File: config.mk
export PLATFORM = sky130hd
export DESIGN_NAME = cart_image_loader
export DESIGN_NICKNAME = d
export VERILOG_FILES = /design/src/rtl/cart_image_loader.sv
export SDC_FILE = /design/constraint.sdc
export NUM_CORES = 1
export LEC_CHECK = 0
export BUFFER_PORTS_ARGS = -buffer_cell sky130_fd_sc_hd__clkbuf_2
export CELL_PAD_IN_SITES_DETAIL_PLACEMENT = 1
export CELL_PAD_IN_SITES_GLOBAL_PLACEMENT = 1
export CORE_MARGIN = 3
export CORE_UTILIZATION = 40
export DETAILED_ROUTE_END_ITERATION = 7
export PLACE_DENSITY = 0.77
export SYNTH_ARGS = -nofsm -noshare
export SYNTH_HDL_FRONTEND = slang
export SYNTH_SLANG_ARGS = --single-unit
File: constraint.sdc
create_clock -name clock -period 17.9 [get_ports clock]
set_input_delay 1.79 -clock clock [delete_from_list [all_inputs] [get_ports clock]]
set_output_delay 1.79 -clock clock [all_outputs]
set_load 0.005 [all_outputs]
File: src/rtl/cart_image_loader.sv
// cart_image_loader: SPI flash (mode 0, clock/2) reader that streams one
// cartridge image from a flash slot into a 32-bit word memory, captures the
// trailing mapper-flags word and raises cart_ready after a settle delay.
// Optional feature macro: CART_IMAGE_LOADER_CHECKSUM_EN -- reads one extra
// trailer word and flags a mismatch of (image sum + flags + trailer) != 0.
module cart_image_loader #(
  parameter int          ADDR_W        = 15,
  parameter int          IMAGE_WORDS   = 32768,
  parameter logic [23:0] FLASH_BASE    = 24'h100000,
  parameter int          SLOT_SHIFT    = 18,
  parameter int          INDEX_W       = 4,
  parameter int          SETTLE_CYCLES = 255
) (
  input  logic               clock,
  input  logic               reset,
  input  logic               reload,
  input  logic [INDEX_W-1:0] index,
  output logic               flash_csn,
  output logic               flash_sck,
  output logic               flash_mosi,
  input  logic               flash_miso,
  output logic [ADDR_W-1:0]  mem_addr,
  output logic [31:0]        mem_wdata,
  output logic               mem_wren,
  output logic [31:0]        flags_out,
  output logic               loading,
  output logic               cart_ready,
  output logic               checksum_err
);

  typedef enum logic [2:0] {
    S_GAP, S_CMD, S_DATA, S_FLAGS, S_SUM, S_SETTLE, S_DONE
  } state_t;

  // Shared counter for the 2-cycle chip-select gap and the settle delay.
  localparam int CNT_W = $clog2(SETTLE_CYCLES + 2);
  localparam logic [CNT_W-1:0]  CNT_ONE     = CNT_W'(1);
  localparam logic [CNT_W-1:0]  SETTLE_LAST = CNT_W'(SETTLE_CYCLES - 1);
  // Word count carries one extra bit so a full 2**ADDR_W image compares cleanly.
  localparam logic [ADDR_W:0]   WORD_ONE    = (ADDR_W + 1)'(1);
  localparam logic [ADDR_W:0]   LAST_WORD   = (ADDR_W + 1)'(IMAGE_WORDS - 1);

  state_t               state_q, state_d;
  logic [5:0]           cyc_q, cyc_d;          // cycle within a 32-bit word, 2 per bit
  logic [CNT_W-1:0]     cnt_q, cnt_d;
  logic [31:0]          tx_q, tx_d;            // command shifter, MSB on mosi
  logic [30:0]          rx_q, rx_d;            // receive shifter
  logic [ADDR_W:0]      word_q, word_d;
  logic [INDEX_W-1:0]   index_lat_q, index_lat_d;
  logic                 mem_wren_q, mem_wren_d;
  logic [ADDR_W-1:0]    mem_addr_q, mem_addr_d;
  logic [31:0]          mem_wdata_q, mem_wdata_d;
  logic [31:0]          flags_q, flags_d;
  logic                 ready_q, ready_d;
  logic                 csn_q, csn_d;
  logic                 sck_q, sck_d;
  logic                 mosi_q, mosi_d;
  logic                 loading_q, loading_d;
  logic                 active_d;
`ifdef CART_IMAGE_LOADER_CHECKSUM_EN
  logic [31:0]          sum_q, sum_d;
  logic                 err_q, err_d;
`endif

  logic                 word_done;
  logic [31:0]          rx_word;               // 32 bits as received, first byte in [31:24]
  logic [31:0]          rx_le;                 // little-endian packed word
  logic [23:0]          slot_off;
  logic [23:0]          cmd_addr;

  assign word_done = (cyc_q == 6'd63);
  assign rx_word   = {rx_q, flash_miso};
  assign rx_le     = {rx_word[7:0], rx_word[15:8], rx_word[23:16], rx_word[31:24]};
  // Slot address arithmetic is deliberately 24 bits wide so it truncates.
  assign slot_off  = 24'(index_lat_q) << SLOT_SHIFT;
  assign cmd_addr  = FLASH_BASE + slot_off;

  // Next-state, datapath and registered-output computation.
  always_comb begin
    // NOTE: every variable gets a default first so no path leaves it unassigned
    // (which would infer a latch).
    state_d     = state_q;
    cyc_d       = cyc_q;
    cnt_d       = cnt_q;
    tx_d        = tx_q;
    rx_d        = rx_q;
    word_d      = word_q;
    index_lat_d = index_lat_q;
    mem_wren_d  = 1'b0;
    mem_addr_d  = mem_addr_q;
    mem_wdata_d = mem_wdata_q;
    flags_d     = flags_q;
    ready_d     = ready_q;
`ifdef CART_IMAGE_LOADER_CHECKSUM_EN
    sum_d       = sum_q;
    err_d       = err_q;
`endif

    case (state_q)
      S_GAP: begin
        if (cnt_q == CNT_ONE) begin
          state_d = S_CMD;
          cnt_d   = '0;
          cyc_d   = '0;
          tx_d    = {8'h03, cmd_addr};
        end else begin
          cnt_d = cnt_q + CNT_ONE;
        end
      end
      S_CMD: begin
        cyc_d = cyc_q + 6'd1;
        if (cyc_q[0]) tx_d = {tx_q[30:0], 1'b0};
        if (word_done) state_d = S_DATA;
      end
      S_DATA: begin
        cyc_d = cyc_q + 6'd1;
        if (cyc_q[0]) rx_d = rx_word[30:0];
        if (word_done) begin
          mem_wren_d  = 1'b1;
          mem_addr_d  = word_q[ADDR_W-1:0];
          mem_wdata_d = rx_le;
          word_d      = word_q + WORD_ONE;
`ifdef CART_IMAGE_LOADER_CHECKSUM_EN
          sum_d       = sum_q + rx_le;
`endif
          if (word_q == LAST_WORD) state_d = S_FLAGS;
        end
      end
      S_FLAGS: begin
        cyc_d = cyc_q + 6'd1;
        if (cyc_q[0]) rx_d = rx_word[30:0];
        if (word_done) begin
          flags_d = rx_le;
          cnt_d   = '0;
`ifdef CART_IMAGE_LOADER_CHECKSUM_EN
          state_d = S_SUM;
`else
          state_d = S_SETTLE;
`endif
        end
      end
`ifdef CART_IMAGE_LOADER_CHECKSUM_EN
      S_SUM: begin
        cyc_d = cyc_q + 6'd1;
        if (cyc_q[0]) rx_d = rx_word[30:0];
        if (word_done) begin
          err_d   = ((sum_q + flags_q + rx_le) != 32'd0);
          cnt_d   = '0;
          state_d = S_SETTLE;
        end
      end
`endif
      S_SETTLE: begin
        if (cnt_q == SETTLE_LAST) begin
          state_d = S_DONE;
          ready_d = 1'b1;
        end else begin
          cnt_d = cnt_q + CNT_ONE;
        end
      end
      S_DONE: begin
        state_d = S_DONE;
      end
      default: state_d = S_GAP;
    endcase

    // Reload wins over everything: a partially shifted word is simply dropped.
    if (reload) begin
      state_d     = S_GAP;
      cnt_d       = '0;
      cyc_d       = '0;
      word_d      = '0;
      index_lat_d = index;
      mem_wren_d  = 1'b0;
      flags_d     = '0;
      ready_d     = 1'b0;
`ifdef CART_IMAGE_LOADER_CHECKSUM_EN
      sum_d       = '0;
      err_d       = 1'b0;
`endif
    end

    // Pin values are registered from the next state so sck/csn never glitch.
    active_d  = (state_d == S_CMD) || (state_d == S_DATA) ||
                (state_d == S_FLAGS) || (state_d == S_SUM);
    csn_d     = !active_d;
    sck_d     = active_d && cyc_d[0];
    mosi_d    = (state_d == S_CMD) && tx_d[31];
    loading_d = active_d;
  end

  // State and output registers; loading restarts when reset is released.
  always_ff @(posedge clock or posedge reset) begin
    if (reset) begin
      state_q     <= S_GAP;
      cyc_q       <= '0;
      cnt_q       <= '0;
      tx_q        <= '0;
      rx_q        <= '0;
      word_q      <= '0;
      index_lat_q <= '0;
      mem_wren_q  <= 1'b0;
      mem_addr_q  <= '0;
      mem_wdata_q <= '0;
      flags_q     <= '0;
      ready_q     <= 1'b0;
      csn_q       <= 1'b1;
      sck_q       <= 1'b0;
      mosi_q      <= 1'b0;
      loading_q   <= 1'b0;
`ifdef CART_IMAGE_LOADER_CHECKSUM_EN
      sum_q       <= '0;
      err_q       <= 1'b0;
`endif
    end else begin
      // NOTE: non-blocking assignments so every flop samples pre-edge values.
      state_q     <= state_d;
      cyc_q       <= cyc_d;
      cnt_q       <= cnt_d;
      tx_q        <= tx_d;
      rx_q        <= rx_d;
      word_q      <= word_d;
      index_lat_q <= index_lat_d;
      mem_wren_q  <= mem_wren_d;
      mem_addr_q  <= mem_addr_d;
      mem_wdata_q <= mem_wdata_d;
      flags_q     <= flags_d;
      ready_q     <= ready_d;
      csn_q       <= csn_d;
      sck_q       <= sck_d;
      mosi_q      <= mosi_d;
      loading_q   <= loading_d;
`ifdef CART_IMAGE_LOADER_CHECKSUM_EN
      sum_q       <= sum_d;
      err_q       <= err_d;
`endif
    end
  end

  assign flash_csn  = csn_q;
  assign flash_sck  = sck_q;
  assign flash_mosi = mosi_q;
  assign mem_addr   = mem_addr_q;
  assign mem_wdata  = mem_wdata_q;
  assign mem_wren   = mem_wren_q;
  assign flags_out  = flags_q;
  assign loading    = loading_q;
  assign cart_ready = ready_q;
`ifdef CART_IMAGE_LOADER_CHECKSUM_EN
  assign checksum_err = err_q;
`else
  assign checksum_err = 1'b0;
`endif

endmodule

Word level (Yosys, flattened, before mapping)

Index checks and enable logic that the tools add are counted.

Output and inout port bits: 86
Register bits after elaboration: 186
Input bits: 8

Muxes and demuxes: 31
Eq/ne operators: 18
Reductions and logical operators: 25
Add/sub/neg operators: 4

Operator list:

| cell                   | number |
|---|---|
| $mux 32                | 5 |
| $pmux 32 s2            | 1 |
| $mux 16                | 3 |
| $mux 9                 | 4 |
| $pmux 9 s3             | 1 |
| $add 21x22->23 const A | 1 |
| $mux 3                 | 7 |
| $pmux 3 s6             | 1 |
| $add 16x1->16 const B  | 1 |
| $eq 16x15->1 const B   | 1 |
| $eq 3x2->1 const B     | 4 |
| $mux 6                 | 2 |
| $pmux 6 s2             | 1 |
| $reduce_and 2->1       | 6 |
| $reduce_bool 2->1      | 6 |
| $add 9x1->9 const B    | 1 |
| $eq 3x3->1 const B     | 3 |
| $eq 9x1->1 const B     | 1 |
| $eq 9x8->1 const B     | 1 |
| $ne 3x3->1 const B     | 3 |
| $add 6x1->6 const B    | 1 |
| $eq 3x1->1 const B     | 2 |
| $eq 6x6->1 const B     | 1 |
| $mux 1                 | 6 |
| 10 further kinds       | 15 |

Logic depth before layout (Yosys ltp)

Word-level depth: 10
Mapped depth: 8
Mapped depth without buffers: 7

Worst setup path after synthesis

OpenSTA, ideal clock, no wires.

Path type: input to register
From: input port reload
To: register cnt_q[4]
Stages: 4
Library setup time: 0.096 ns
Setup slack: 14.970 ns
Arrival time: 2.834 ns
Path through: clkbuf_1 -> a311oi_1 -> o21ai_1 -> o31ai_1

Cells in the longest elaborated chain, start to end: 2
Elaborated cells between the ends (all ways): 5
Classes of those cells: eq/ne: 2; mux: 1; reduce/logical: 2

Ends and longest elaborated chain:

| what                                                             | line | source |
|---|---|---|
| start: declaration                                               | 16   | `input logic reload,` |
| $ne 3x3->1 (no source line) or $reduce_bool 4->1 (tied branches) | -    |  |
| $reduce_and 3->1 (no source line)                                | -    |  |
| end signal: assignment                                           | 219  | `cnt_q <= cnt_d;` |
| end: declaration                                                 | 45   | `logic [CNT_W-1:0] cnt_q, cnt_d;` |

Parallel ways exist; a longest one is shown, timed or not.
A chain may end at the register's enable or synchronous reset.

Worst setup path in the final report

Same ends and word-level chain as after synthesis.

==> impl_metrics.xml <==
<?xml version="1.0" encoding="UTF-8"?>
<metrics>
  <group name="clock_network">
    <metric name="worst_skew_pair.late_latency" unit="ns">0.43</metric>
    <metric name="cts_root_buffer" unit="">sky130_fd_sc_hd__clkbuf_16</metric>
    <metric name="postCtsSetupBuffers" unit="">0</metric>
    <metric name="cts-buffers-inserted" unit="">17</metric>
    <metric name="htree_num_levels" unit="">4</metric>
    <metric name="clk_path_buf_depth" unit="">2</metric>
    <metric name="tritoncts" unit="">done</metric>
    <metric name="postCtsResizedCells" unit="">0</metric>
    <metric name="worst_setup_hold_path_clk_slew" unit="ns">0.07</metric>
    <metric name="cts_sinks" unit="">185</metric>
    <metric name="hold_fix_buffers_at_cts" unit="">0</metric>
  </group>
  <group name="sta">
    <metric name="finalHoldWorstSlack" unit="ns">0.467</metric>
    <metric name="fin_tns_setup" unit="ns">0</metric>
    <metric name="rsz_0062_raised_after_global_routing" unit="">no</metric>
    <metric name="period_share" unit="%">18.6</metric>
    <metric name="layout_setup_ws" unit="ns">14.58</metric>
    <metric name="worst_clock_skew" unit="ns">0.0166</metric>
    <metric name="final.min_clock_period" unit="ns">3.32</metric>
    <metric name="hold_viol_final" unit="">0</metric>
    <metric name="setup_viol_count_final" unit="">0</metric>
    <metric name="finalMaxSlewViolations" unit="">0</metric>
    <metric name="worst-slew-pin-transition" unit="ns">1.09</metric>
    <metric name="slew_headroom" unit="%">27.6</metric>
    <metric name="clock.fmax" unit="MHz">301</metric>
  </group>
  <group name="yosys">
    <metric name="post_synth_inst_count" unit="">778</metric>
    <metric name="post_synthesis_mean_instance_area" unit="sq um">9.85</metric>
    <metric name="main_area_contributors_after_synthesis" unit="">sky130_fd_sc_hd__dfrtp_1 60%, sky130_fd_sc_hd__nand2_1 14%, sky130_fd_sc_hd__mux2_2 5.1%</metric>
    <metric name="synthDominantCellAreaShare" unit="%">60.1</metric>
    <metric name="netlist_area_before_placement" unit="sq um">7660</metric>
    <metric name="synth_nets" unit="">792</metric>
    <metric name="dominantRegCellSynth" unit="">sky130_fd_sc_hd__dfrtp_1</metric>
    <metric name="synth-seq-cells" unit="">185</metric>
    <metric name="yosysTopAreaCell" unit="">sky130_fd_sc_hd__dfrtp_1</metric>
    <metric name="post-synth-top-count-cell" unit="">sky130_fd_sc_hd__nand2_1</metric>
    <metric name="async_reset_ff_share" unit="%">100</metric>
    <metric name="ys_seq_area_share" unit="%">60.4</metric>
    <metric name="synth-warning-count" unit="">0</metric>
    <metric name="ys_types" unit="">50</metric>
    <metric name="synth_common_cells" unit="">278 x sky130_fd_sc_hd__nand2_1, 184 x sky130_fd_sc_hd__dfrtp_1, 41 x sky130_fd_sc_hd__a21oi_1, 39 x sky130_fd_sc_hd__clkbuf_1, 38 x sky130_fd_sc_hd__nand3_1</metric>
    <metric name="number_of_synthesized_flops_with_an_enable_pin" unit="">0</metric>
  </group>
  <group name="critical_path">
    <metric name="critical_path.max_fanout" unit="">69</metric>
    <metric name="ff2ff_setup_slack" unit="ns">14.58</metric>
    <metric name="setup.worst_path.start_class" unit="">primary input</metric>
    <metric name="critPathCaptureType" unit="">flop</metric>
    <metric name="worst_ep_required_time" unit="ns">18.22</metric>
    <metric name="critPathKind" unit="">in -&gt; reg</metric>
    <metric name="worst-endpoint-arrival" unit="ns">3.64</metric>
  </group>
  <group name="job">
    <metric name="drv_cap" unit="">0</metric>
  </group>
  <group name="die">
    <metric name="width_of_the_chip" unit="microns">144</metric>
    <metric name="die_height" unit="microns">144</metric>
    <metric name="design.core.area" unit="sq um">18400</metric>
    <metric name="initial_core_util" unit="%">41.7</metric>
    <metric name="io-pin-count" unit="">94</metric>
    <metric name="std_cell_rows" unit="">49</metric>
    <metric name="dieArea" unit="sq um">20900</metric>
  </group>
  <group name="power_and_ir_drop">
    <metric name="vdd_ir_drop_max" unit="V">0.0000699</metric>
    <metric name="p_per_area" unit="nW/um^2">105</metric>
    <metric name="design_power_total" unit="uW">934</metric>
    <metric name="power.leakage" unit="nW">4.52</metric>
  </group>
  <group name="routing">
    <metric name="drtAntennaViolNets" unit="">0</metric>
    <metric name="routed_wl" unit="microns">18300</metric>
    <metric name="route.vias.total" unit="">5773</metric>
    <metric name="vias_per_cell" unit="">5.27</metric>
    <metric name="route.detailed.wl_per_inst" unit="microns">16.7</metric>
    <metric name="drtIter0Drc" unit="">335</metric>
    <metric name="drc" unit="">0</metric>
    <metric name="drt-pass1-iter-count" unit="">4</metric>
  </group>
  <group name="layout">
    <metric name="fraction_of_final_layout_cells_with_drive_strength_greater_than_1" unit="%">20.5</metric>
    <metric name="finalInstanceArea" unit="sq um">8910</metric>
    <metric name="nFillCells" unit="">2116</metric>
    <metric name="multiInputGateArea" unit="sq um">2850</metric>
    <metric name="utilization" unit="%">48.4</metric>
    <metric name="finalNonFillerCells" unit="">1096</metric>
    <metric name="layout.area.seq" unit="sq um">4630</metric>
    <metric name="antenna_cells" unit="">0</metric>
    <metric name="area_growth_from_synthesis_to_layout" unit="%">16.2</metric>
    <metric name="design.final.nets" unit="">868</metric>
  </group>
  <group name="placement">
    <metric name="place_worst_setup_slack" unit="ns">14.16</metric>
    <metric name="routabilityCongestion" unit="">0.784</metric>
    <metric name="placed_cells" unit="">1064</metric>
    <metric name="dpl-instance-area" unit="sq um">8320</metric>
    <metric name="dp.final_hpwl" unit="microns">11500</metric>
    <metric name="port_buffers" unit="">92</metric>
  </group>
  <group name="global_routing">
    <metric name="first_global_vias" unit="">6079</metric>
    <metric name="grt_overflow_total" unit="">0</metric>
    <metric name="grt_max_degree" unit="">115</metric>
    <metric name="overall_routing_resource_usage" unit="%">18.5</metric>
    <metric name="grt_antenna_before_repair" unit="">0</metric>
    <metric name="grt_pass1_wl" unit="microns">31000</metric>
  </group>
  <group name="hold_path">
    <metric name="min_path_type" unit="">reg -&gt; reg</metric>
  </group>
  <group name="run_status">
    <metric name="run_status" unit="">completed</metric>
  </group>
</metrics>
==> report_power, final <==
part / switching (mW) / internal, mW
logic: 0.0715 / 0.0329
registers: 0.0174 / 0.436
clock network: 0.179 / 0.198
total: 0.267 / 0.667
==> kinds of logic after synthesis <==
group | share of synthesized area (%)
AO/OA/AOI/OAI | 6.71
XOR/XNOR | 1.83
adder cells (fa/ha/maj) | 0.979
buffers and inverters | 2.56
flip-flops | 60.4
multiplexers | 5.27
other | 0.0489
AND/OR/NAND/NOR | 22.2
==> cell usage in the layout, fill, tap and decap left out, drive strengths merged, types with 4 or more instances in the layout <==
cell	count
a22oi	4
o21ai	14
inv	16
nand3	39
a21oi	41
nor4	6
nor2	35
and3	6
o2bb2ai	4
nor3	7
clkbuf	109
ha	6
mux2	35
dfrtp	184
xnor2	5
o31ai	4
or3	4
nand4	4
nand2	278
nand2b	5
buf	8
xor2	11
==> critical path, stage by stage <==
cell                        delay (ns)
sky130_fd_sc_hd__clkbuf_2         0.07
sky130_fd_sc_hd__buf_4            0.60
sky130_fd_sc_hd__inv_1            0.16
sky130_fd_sc_hd__o2111ai_2        0.25
sky130_fd_sc_hd__o21ai_1          0.39
sky130_fd_sc_hd__o31ai_1          0.35
==> state kept, by name, indices dropped and copies added, names as in the netlist, 6 cells and up <==
register and count:
mem_addr 15, mem_wdata 32, rx_q 31, tx_q 31, flags_out 32, word_q 16
cnt_q 9, cyc_q 6
==> worst paths after layout <==
| kind | startpoint | endpoint | depth (start not counted) |
|---|---|---|---|
| setup / recovery | reload | cnt_q[4] | 6 |
| hold / removal | mem_addr[11] | mem_addr[11] | 2 |
| setup reg to reg | cyc_q[0] | flash_mosi | 6 |
| hold reg to reg | mem_addr[11] | mem_addr[11] | 2 |
| max in group asynchronous | reset | mem_wdata[25] | 3 |
| min in group asynchronous | reset | mem_wdata[30] | 2 |
==> layer usage <==
metal,track usage (%),wire length [microns]
met5,0,0
met4,4.71,214
met3,3.60,535
met2,31.1,9140
met1,24.7,8450
==> cell type report <==
class,instances,share of cell area [%]
well taps,229,3.22
multi-input cells,542,32.0
clock buffers,17,4.78
flip-flops and latches,185,52.0
inverters,8,0.393
repair buffers,100,5.84
clock inverters,15,1.78
(Power assumes the default switching activity.)
